**src/rtl/ahb2apb_bridge_pkg.sv**
```systemverilog
// Shared AHB/APB encodings and the bridge state enumeration.
// Imported by the bridge interface and the bridge itself.
package ahb_apb_pkg;

  typedef enum logic [1:0] {
    HTRANS_IDLE   = 2'b00,
    HTRANS_BUSY   = 2'b01,
    HTRANS_NONSEQ = 2'b10,
    HTRANS_SEQ    = 2'b11
  } htrans_t;

  typedef enum logic [1:0] {
    HRESP_OKAY  = 2'b00,
    HRESP_ERROR = 2'b01
  } hresp_t;

  typedef enum logic [2:0] {
    ST_IDLE,
    ST_SETUP,
    ST_ACCESS,
    ST_RESP,
    ST_ERR1,
    ST_ERR2
  } bridge_state_t;

endpackage

```
**src/rtl/ahb2apb_bridge_if.sv**
```systemverilog
// AHB-side and APB-side signals of the bridge, bundled into one interface.
// The slave modport is the bridge's view; master is the bus/peripheral side.
interface ahb2apb_bridge_if #(
  parameter int NSLV = 4
) ();
  import ahb_apb_pkg::*;

  logic                HSEL;
  logic [31:0]         HADDR;
  logic [1:0]          HTRANS;
  logic                HWRITE;
  logic [2:0]          HSIZE;
  logic [31:0]         HWDATA;
  logic                HREADY;
  logic                HREADYOUT;
  logic [1:0]          HRESP;
  logic [31:0]         HRDATA;
  logic [NSLV-1:0]     PSEL;
  logic                PENABLE;
  logic                PWRITE;
  logic [31:0]         PADDR;
  logic [31:0]         PWDATA;
  logic [32*NSLV-1:0]  PRDATA;

  modport slave (
    input  HSEL, HADDR, HTRANS, HWRITE, HSIZE, HWDATA, HREADY, PRDATA,
    output HREADYOUT, HRESP, HRDATA, PSEL, PENABLE, PWRITE, PADDR, PWDATA
  );

  modport master (
    output HSEL, HADDR, HTRANS, HWRITE, HSIZE, HWDATA, HREADY, PRDATA,
    input  HREADYOUT, HRESP, HRDATA, PSEL, PENABLE, PWRITE, PADDR, PWDATA
  );

endinterface

```
**src/rtl/ahb2apb_bridge.sv**
```systemverilog
// AHB slave to APB2 master bridge: one APB setup/access pair per AHB transfer,
// decoded one-hot PSEL, PRDATA mux into HRDATA, ERROR for unmapped slots.
module ahb2apb_bridge
  import ahb_apb_pkg::*;
#(
  parameter int NSLV     = 4,
  parameter int SLV_LSB  = 12,
  parameter int SLV_BITS = 2
) (
  input logic              HCLK,
  input logic              HRST_N,
  ahb2apb_bridge_if.slave  bus
);

  bridge_state_t         state;
  logic [SLV_BITS-1:0]   slot_q;
  logic [SLV_BITS-1:0]   slot_d;
  logic                  slot_ok;
  logic                  capture;
  logic [NSLV-1:0]       psel_d;
  logic [31:0]           rdata_mux;
  logic                  unused_inputs;

  assign slot_d  = bus.HADDR[SLV_LSB +: SLV_BITS];
  assign slot_ok = {1'b0, slot_d} < (SLV_BITS+1)'(NSLV);
  // Only states that present HREADYOUT=1 can accept a new address phase.
  assign capture = (state inside {ST_IDLE, ST_RESP, ST_ERR2})
                 & bus.HSEL & bus.HREADY & bus.HTRANS[1];
  assign unused_inputs = ^{bus.HSIZE, bus.HTRANS[0]};

  always_comb begin
    psel_d    = '0;
    rdata_mux = '0;
    for (int k = 0; k < NSLV; k++) begin
      psel_d[k] = (slot_d == SLV_BITS'(k));
      if (slot_q == SLV_BITS'(k)) rdata_mux = bus.PRDATA[32*k +: 32];
    end
  end

  // PSEL is non-zero only during SETUP/ACCESS, so this also gates PWDATA to the data phase.
  assign bus.PWDATA = (bus.PWRITE && (|bus.PSEL)) ? bus.HWDATA : 32'h0;

  always_ff @(posedge HCLK or negedge HRST_N) begin
    if (!HRST_N) begin
      state         <= ST_IDLE;
      slot_q        <= '0;
      bus.PSEL      <= '0;
      bus.PENABLE   <= 1'b0;
      bus.PWRITE    <= 1'b0;
      bus.PADDR     <= 32'h0;
      bus.HRDATA    <= 32'h0;
      bus.HRESP     <= HRESP_OKAY;
      bus.HREADYOUT <= 1'b1;
    end else begin
      case (state)
        ST_IDLE, ST_RESP, ST_ERR2: begin
          if (capture) begin
            bus.PADDR     <= bus.HADDR;
            bus.PWRITE    <= bus.HWRITE;
            slot_q        <= slot_d;
            bus.PENABLE   <= 1'b0;
            bus.HREADYOUT <= 1'b0;
            if (slot_ok) begin
              state     <= ST_SETUP;
              bus.PSEL  <= psel_d;
              bus.HRESP <= HRESP_OKAY;
            end else begin
              state     <= ST_ERR1;
              bus.PSEL  <= '0;
              bus.HRESP <= HRESP_ERROR;
            end
          end else begin
            state         <= ST_IDLE;
            bus.PSEL      <= '0;
            bus.PENABLE   <= 1'b0;
            bus.HREADYOUT <= 1'b1;
            bus.HRESP     <= HRESP_OKAY;
          end
        end
        ST_SETUP: begin
          state       <= ST_ACCESS;
          bus.PENABLE <= 1'b1;
        end
        ST_ACCESS: begin
          if (!bus.PWRITE) bus.HRDATA <= rdata_mux;
          state         <= ST_RESP;
          bus.PSEL      <= '0;
          bus.PENABLE   <= 1'b0;
          bus.HREADYOUT <= 1'b1;
          bus.HRESP     <= HRESP_OKAY;
        end
        ST_ERR1: begin
          state         <= ST_ERR2;
          bus.HREADYOUT <= 1'b1;
        end
        default: begin
          state         <= ST_IDLE;
          bus.PSEL      <= '0;
          bus.PENABLE   <= 1'b0;
          bus.HREADYOUT <= 1'b1;
          bus.HRESP     <= HRESP_OKAY;
        end
      endcase
    end
  end

endmodule

```
**src/flat_wrapper.sv**
```systemverilog
// flat-port wrapper written by rule: the top's interface ports become plain ports
module ahb2apb_bridge_flat import ahb_apb_pkg::*;
#(
  parameter int NSLV     = 4,
  parameter int SLV_LSB  = 12,
  parameter int SLV_BITS = 2
)
  (HCLK, HRST_N, bus_HSEL, bus_HADDR, bus_HTRANS, bus_HWRITE, bus_HSIZE, bus_HWDATA, bus_HREADY, bus_PRDATA, bus_HREADYOUT, bus_HRESP, bus_HRDATA, bus_PSEL, bus_PENABLE, bus_PWRITE, bus_PADDR, bus_PWDATA);
  ahb2apb_bridge_if #(.NSLV(NSLV)) bus_i ();
  input logic HCLK;
  input logic HRST_N;
  input wire logic [$bits(bus_i.HSEL)-1:0] bus_HSEL;
  input wire logic [$bits(bus_i.HADDR)-1:0] bus_HADDR;
  input wire logic [$bits(bus_i.HTRANS)-1:0] bus_HTRANS;
  input wire logic [$bits(bus_i.HWRITE)-1:0] bus_HWRITE;
  input wire logic [$bits(bus_i.HSIZE)-1:0] bus_HSIZE;
  input wire logic [$bits(bus_i.HWDATA)-1:0] bus_HWDATA;
  input wire logic [$bits(bus_i.HREADY)-1:0] bus_HREADY;
  input wire logic [$bits(bus_i.PRDATA)-1:0] bus_PRDATA;
  output wire logic [$bits(bus_i.HREADYOUT)-1:0] bus_HREADYOUT;
  output wire logic [$bits(bus_i.HRESP)-1:0] bus_HRESP;
  output wire logic [$bits(bus_i.HRDATA)-1:0] bus_HRDATA;
  output wire logic [$bits(bus_i.PSEL)-1:0] bus_PSEL;
  output wire logic [$bits(bus_i.PENABLE)-1:0] bus_PENABLE;
  output wire logic [$bits(bus_i.PWRITE)-1:0] bus_PWRITE;
  output wire logic [$bits(bus_i.PADDR)-1:0] bus_PADDR;
  output wire logic [$bits(bus_i.PWDATA)-1:0] bus_PWDATA;
  assign bus_i.HSEL = bus_HSEL;
  assign bus_i.HADDR = bus_HADDR;
  assign bus_i.HTRANS = bus_HTRANS;
  assign bus_i.HWRITE = bus_HWRITE;
  assign bus_i.HSIZE = bus_HSIZE;
  assign bus_i.HWDATA = bus_HWDATA;
  assign bus_i.HREADY = bus_HREADY;
  assign bus_i.PRDATA = bus_PRDATA;
  assign bus_HREADYOUT = bus_i.HREADYOUT;
  assign bus_HRESP = bus_i.HRESP;
  assign bus_HRDATA = bus_i.HRDATA;
  assign bus_PSEL = bus_i.PSEL;
  assign bus_PENABLE = bus_i.PENABLE;
  assign bus_PWRITE = bus_i.PWRITE;
  assign bus_PADDR = bus_i.PADDR;
  assign bus_PWDATA = bus_i.PWDATA;
  ahb2apb_bridge #(.NSLV(NSLV), .SLV_LSB(SLV_LSB), .SLV_BITS(SLV_BITS)) u_core (.HCLK(HCLK), .HRST_N(HRST_N), .bus(bus_i));
endmodule
```
**config.mk**
```make
export PLATFORM = sky130hd
export DESIGN_NAME = ahb2apb_bridge_flat
export DESIGN_NICKNAME = d
export VERILOG_FILES = /design/src/rtl/ahb2apb_bridge_pkg.sv /design/src/rtl/ahb2apb_bridge_if.sv /design/src/rtl/ahb2apb_bridge.sv /design/src/flat_wrapper.sv
export SDC_FILE = /design/constraint.sdc
export NUM_CORES = 1
export LEC_CHECK = 0
export CORE_AREA = 2 2 121 123
export CTS_CLUSTER_DIAMETER = 150
export DETAILED_ROUTE_END_ITERATION = 12
export DIE_AREA = 0 0 123 125
export HOLD_SLACK_MARGIN = 0.15
export MAX_ROUTING_LAYER = met4
export PLACE_DENSITY = 0.75
export REMOVE_ABC_BUFFERS = 1
export SYNTH_ARGS = -nofsm -noshare
export SYNTH_HDL_FRONTEND = slang
export SYNTH_SLANG_ARGS = --single-unit
```
**constraint.sdc**
```tcl
create_clock -name HCLK -period 1.8 [get_ports HCLK]
set_input_delay 0.18 -clock HCLK [delete_from_list [all_inputs] [get_ports HCLK]]
set_output_delay 0.18 -clock HCLK [all_outputs]
set_load 0.01 [all_outputs]
```
==> results.sh, run 1 <==
export IMPL_outcome="finished with violations"
export IMPL_violations="setup timing"
export IMPL_cp_arrival_ns=1.66
export IMPL_synthToLayoutAreaGrowth_pct=92.6
export IMPL_clkSinkCount=74
export IMPL_grt_pass1_vias=3709
export IMPL_synth_area_sq_um=3870
export IMPL_die_area_sq_um=15400
export IMPL_worstSkewPairLatency_ns=0.33
export IMPL_final_core_util_pct=52.5
export IMPL_cts_tree="yes"
export IMPL_synth_largest_area_cell="dfrtp_1"
export IMPL_critPathSlowestCell="o41a_1"
export IMPL_finalWirelength_mm=13.0
export IMPL_drt_first_pass_iters=4
export IMPL_ys_seq_elements=74
export IMPL_die_w_um=123
export IMPL_period_share_pct=102
export IMPL_cts_htree_levels=3
export IMPL_critPathMaxFanout=29
export IMPL_period_needed_ns=1.84
export IMPL_placementRows=44
export IMPL_crit_path_end_kind="primary output"
export IMPL_yosysUniqueCellTypes=28
export IMPL_timing_setup_tns_ns=-0.836
export IMPL_hpwl_mm=10.3
export IMPL_drive_above_1_share_pct=31.3
export IMPL_setup_viol=29
export IMPL_grt_first_pass_wirelength_mm=19.3
export IMPL_detail_route_antenna_nets=0
export IMPL_max_cap_violations=0
export IMPL_max_freq_mhz=542
export IMPL_avgRoutedWirePerCell_um=17.2
export IMPL_vias_per_cell=4.50
export IMPL_gp_congestion=0.788
export IMPL_async_flop_share_pct=100
export IMPL_die_h_um=125
export IMPL_cts_clk_slew_worst_paths_ns=0.05
export IMPL_synth_edff_count=0
export IMPL_worstPathRequired_ns=1.62
export IMPL_grt_max_degree=35
export IMPL_numCtsBuffers=9
export IMPL_remaining_drc_errors=0
export IMPL_syn_area_per_cell_sq_um=15.4
export IMPL_grt_ovfl_total=0
export IMPL_synth_area_top_cells="dfrtp_1, mux4_2, mux2_2, and2_1, mux2_4"
export IMPL_antenna_found_initial=0
export IMPL_synth_top_cell_area_share_pct=47.2
export IMPL_yosysWarnings=0
export IMPL_ys_seq_area_share_pct=47.9
export IMPL_initial_utilization_pct=27.3
export IMPL_rsz0062_at_grt="yes"
export IMPL_post_place_ws_ns=-0.0692
export IMPL_min_path_type="primary input to asynchronous set/reset pin"
export IMPL_critPathLaunchType="register"
export IMPL_p_per_area_nw_per_um2=1370
export IMPL_finalMaxSlewViolations=0
export IMPL_fin_ws_ns=-0.0444
export IMPL_track_usage_pct=17.0
export IMPL_drt_iter0_drc=75
export IMPL_netlist_instances=252
export IMPL_p_leak_nw=3.05
export IMPL_io_pins=307
export IMPL_fin_nets=769
export IMPL_core_area_sq_um=14200
export IMPL_finalClockSkew_ns=0.00597
export IMPL_hold_viol_final=0
export IMPL_via_count=3403
export IMPL_crit_path_cell_trace="o41a_1 > buf_8 > and2_1 > buf_2"
export IMPL_peakVddDrop_v=0.000527
export IMPL_antenna_diode_count=0
export IMPL_cts_buffer_depth=2
export IMPL_root_buffer="clkbuf_16"
export IMPL_synth_ff_type="dfrtp_1"
export IMPL_path_class="register to primary output"
export IMPL_port_buffers=300
export IMPL_max_stage_delay_ns=0.47
-- power breakdown --
part / switching (mW) / leakage [nW] / internal [mW]
Clock: 0.637 / 0.151 / 1.25
Combinational: 1.91 / 2.02 / 3.50
Sequential: 0.456 / 0.884 / 2.48
-- cells in the mapped netlist (all sizes together) (2+ instances only) --
| library cell | n |
|---|---|
| a32o | 4 |
| and2 | 32 |
| buf | 17 |
| clkbuf | 6 |
| dfrtp | 73 |
| inv | 2 |
| mux2 | 65 |
| mux4 | 32 |
| nor2 | 3 |
| nor2b | 3 |
| xnor2 | 2 |
-- cell families (layout without fill, tap and decap cells) --
| family | count (synthesis) | count (layout) | share of synthesized area (%) |
|---|---|---|---|
| AND/OR/NAND/NOR | 43 | 43 | 7.43 |
| XOR/XNOR | 3 | 3 | 0.873 |
| other | 1 | 2 | 0.0968 |
| flip-flops | 74 | 74 | 47.9 |
| buffers and inverters | 25 | 344 | 3.75 |
| multiplexers | 98 | 98 | 38.2 |
| AO/OA/AOI/OAI | 8 | 8 | 1.84 |
-- layout make-up --
type,instances,area (sq um)
fill,1243,6750
multi-input combinational,154,1890
inverter,2,7.51
tap,184,230
sequential,74,1860
timing repair buffer,326,3160
clock inverter,2,60.1
clock buffer,14,254
-- final timing paths --
kind | from | to | slack, ns | cells past startpoint
min in group HCLK | bus_HADDR[24] | u_core.bus.PADDR[24] | 0.47 | 2
worst min-delay path | HRST_N | u_core.bus.PADDR[29] | 0.24 | 2
max in group asynchronous | HRST_N | u_core.bus.HREADYOUT | 0.90 | 3
worst min register to register | u_core.bus.PADDR[11] | u_core.bus.PADDR[11] | 0.50 | 1
worst max-delay path | u_core.bus.PSEL[1] | bus_PWDATA[22] | -0.04 | 4
worst max register to register | u_core.state[0] | u_core.bus.HRDATA[8] | 0.07 | 6
-- flip-flops by register name, summed over array words and instances (netlist names) --
name / flops
u_core.bus.HRDATA: 32
u_core.bus.HREADYOUT: 1
u_core.bus.PADDR: 31
u_core.bus.PENABLE: 1
u_core.bus.PSEL: 4
u_core.bus.PWRITE: 1
u_core.slot_q: 1
u_core.state: 3
-- critical path: cells and delay by family (launching register included) --
family	cells	cell delay, ns
AO/OA/AOI/OAI	1	0.47
buffers and inverters	2	0.32
flip-flops	1	0.37
AND/OR/NAND/NOR	1	0.17
-- timing repair --
item	4_1_cts	5_1_grt
endpoints found under the setup margin	53	60
hold buffers	1	0
cloned	0	3
resized for setup	134	9
hold endpoints to repair	73	0
buffers inserted	2	3
pin swaps	2	6
-- per-layer routing --
layer,share of wire [%],global-route usage (%)
met1,38,18.8
met2,53,29.7
met3,8.2,3.92
met4,1.3,5.75
met5,0,-
-- placed cells by master (no fill, tap or decap), types with 2 or more instances in the layout --
cell and instances:
nor2_1 3, clkbuf_16 10, dfrtp_1 71, mux2_4 4, and2_1 27, a32o_1 4, clkdlybuf4s50_1 267, clkbuf_1 4
buf_6 7, bufinv_16 2, xnor2_1 2, buf_2 29, mux2_2 61, dfrtp_2 2, buf_12 5, inv_1 2
conb_1 2, and2_4 5, buf_4 14, nor2b_1 3, mux4_2 32
-- stage by stage --
| stage | area, sq um | hold WS, ns | power, mW | cells |
|---|---|---|---|---|
| 4_1_cts | 7360 | 0.231 | 10.3 | 750 |
| 3_3_place_gp | 7190 | 0.0387 | 8.22 | 733 |
| 3_5_place_dp | 7190 | 0.0381 | 8.36 | 733 |
| 6_report | 7460 | 0.240 | 10.2 | 756 |
| 2_1_floorplan | 3740 | -0.116 | 5.49 | 230 |
| 5_1_grt | 7460 | 0.241 | 10.9 | 756 |
No activity file was read; power rests on OpenSTA's default activity.
==> inputs of run 2 (changes only) <==
Settings changed: PLACE_DENSITY 0.75 to 0.72, SLEW_MARGIN set to 25.
==> run 2 against run 1 <==
Against the previous run: the flow still finishes with violations (setup timing); setup slack got worse by 0.016 ns; sequential share of layout area fell by 0.62 points; clock power rose by 9%; sequential power barely moved; highest routed layer unchanged.
==> results.sh, run 2 (synthesis gave the netlist of run 1 again) <==
export IMPL_critPathMaxFanout=32
export IMPL_drt_first_pass_iters=4
export IMPL_outcome="finished with violations"
export IMPL_critPathLaunchType="register"
export IMPL_mostFrequentLayoutCells="clkdlybuf4s50_1, dfrtp_1, mux2_2"
export IMPL_port_buffers=300
export IMPL_cts_tree="yes"
export IMPL_core_area_sq_um=14200
export IMPL_grt_max_degree=40
export IMPL_period_needed_ns=1.86
export IMPL_detail_route_antenna_nets=0
export IMPL_path_class="register to primary output"
export IMPL_mostFrequentLayoutCell="clkdlybuf4s50_1"
export IMPL_finalClockSkew_ns=0.00530
export IMPL_via_count=3477
export IMPL_whs_ns=0.358
export IMPL_drive_above_1_share_pct=32.0
export IMPL_grt_ovfl_total=0
export IMPL_fin_nets=772
export IMPL_die_h_um=125
export IMPL_track_usage_pct=17.2
export IMPL_hpwl_mm=10.1
export IMPL_min_path_type="primary input to asynchronous set/reset pin"
export IMPL_io_pins=307
export IMPL_regMostFlops="u_core.bus.HRDATA"
export IMPL_avgRoutedWirePerCell_um=17.8
export IMPL_reg2reg_depth=5
export IMPL_rsz0062_at_grt="yes"
export IMPL_p_leak_nw=3.16
export IMPL_peakVddDrop_v=0.000765
export IMPL_finalWirelength_mm=13.5
export IMPL_crit_path_end_kind="primary output"
export IMPL_setup_viol=32
export IMPL_p_per_area_nw_per_um2=1400
export IMPL_worstSkewPairLatency_ns=0.33
export IMPL_die_area_sq_um=15400
export IMPL_numCtsBuffers=9
export IMPL_final_core_util_pct=53.8
export IMPL_grt_first_pass_wirelength_mm=19.5
export IMPL_r2r_slack_ns=0.02
export IMPL_initial_utilization_pct=27.3
export IMPL_root_buffer="clkbuf_16"
export IMPL_largest_reg_flops=32
export IMPL_cts_buffer_depth=2
export IMPL_worstPathRequired_ns=1.62
export IMPL_hold_viol_final=0
export IMPL_clkSinkCount=74
export IMPL_cp_arrival_ns=1.68
export IMPL_period_share_pct=103
export IMPL_grt_pass1_vias=3667
export IMPL_fin_ws_ns=-0.0608
export IMPL_cts_clk_slew_worst_paths_ns=0.06
export IMPL_violations="setup timing"
export IMPL_drt_iter0_drc=101
export IMPL_antenna_diode_count=0
export IMPL_seqCellArea_sq_um=1860
export IMPL_r2r_end="u_core.bus.PADDR[8]"
export IMPL_vias_per_cell=4.58
export IMPL_placementRows=44
export IMPL_die_w_um=123
export IMPL_cts_htree_levels=3
export IMPL_antenna_found_initial=0
export IMPL_gp_congestion=0.804
export IMPL_max_cap_violations=0
export IMPL_timing_rr_start="u_core.state[2]"
export IMPL_num_fill_cells=1243
export IMPL_synthToLayoutAreaGrowth_pct=97.5
export IMPL_finalMaxSlewViolations=0
export IMPL_max_freq_mhz=537
export IMPL_reg_top3="u_core.bus.HRDATA: 32 flops, u_core.bus.PADDR: 31 flops, u_core.bus.PSEL: 4 flops"
export IMPL_multiInputGateArea_sq_um=1950
export IMPL_remaining_drc_errors=0
## run 2: changes by cell type in the layout (fill, tap and decap cells not counted), moves of 2 or more
| cell | delta |
|---|---|
| mux2_2 | -17 |
| mux2_4 | +17 |
| buf_6 | -4 |
| clkbuf_1 | -3 |
| and2_1 | +2 |
| and2_4 | -2 |
| buf_12 | +2 |
| clkbuf_16 | +2 |
| clkinv_4 | +2 |
## run 2: critical path: stages, from the launching register on
cell	delay [ns]
dfrtp_1	0.41
o41a_1	0.47
buf_12	0.17
and2_1	0.16
buf_2	0.14
## run 2: worst max path at each step
stage	startpoint	endpoint	cells after the start
6_report	u_core.bus.PSEL[3]	bus_PWDATA[25]	4
5_1_grt	u_core.bus.PSEL[3]	bus_PWDATA[25]	4
4_1_cts	u_core.bus.PSEL[1]	bus_PWDATA[4]	4
3_5_place_dp	u_core.state[0]	u_core.bus.PADDR[9]	5
3_3_place_gp	u_core.bus.PSEL[1]	bus_PWDATA[23]	4
2_1_floorplan	u_core.slot_q[0]	u_core.bus.HRDATA[0]	2
## run 2: area by class of cell
type                       count  share of cell area, %
timing repair buffer         329                   42.6
multi-input combinational    154                   25.5
clock inverter                 6                   1.51
sequential                    74                   24.3
inverter                       2                 0.0982
clock buffer                  10                   2.99
tap                          184                   3.01
## run 2: metrics by stage
step           total power [mW]  area, sq um  setup WS [ns]  setup TNS (ns)  instances
3_5_place_dp               8.31         7150        -0.0116         -0.0995        730
2_1_floorplan              5.49         3740         -0.670          -21.85        230
3_3_place_gp               8.17         7150       -0.00369        -0.00729        730
5_1_grt                    11.4         7650         -0.103           -3.36        759
4_1_cts                    10.5         7390         -0.135          -0.971        748
6_report                   10.7         7650        -0.0608           -1.59        759
## run 2: per-layer routing
| metal | vias to the layer above | global-route usage, % | part of all wire (%) |
|---|---|---|---|
| met5 | - | - | 0 |
| met4 | 0 | 6.62 | 2.4 |
| met3 | 21 | 4.74 | 8.8 |
| met2 | 187 | 27.4 | 48 |
| met1 | 1700 | 20.7 | 40 |
| li1 | 1569 | - | - |
## run 2: repair_timing
item                                   CTS  global route
hold buffers                             1             0
setup buffers                            0             7
gates resized for setup                127            28
setup endpoints to repair               49            64
gates cloned                             1             4
endpoints found under the hold margin   35             0
pin swaps                                1             3
## run 2: power by group
part	internal, mW	switching [mW]	leakage, nW
logic	3.74	1.99	2.11
clock network	1.36	0.703	0.163
registers	2.48	0.468	0.884
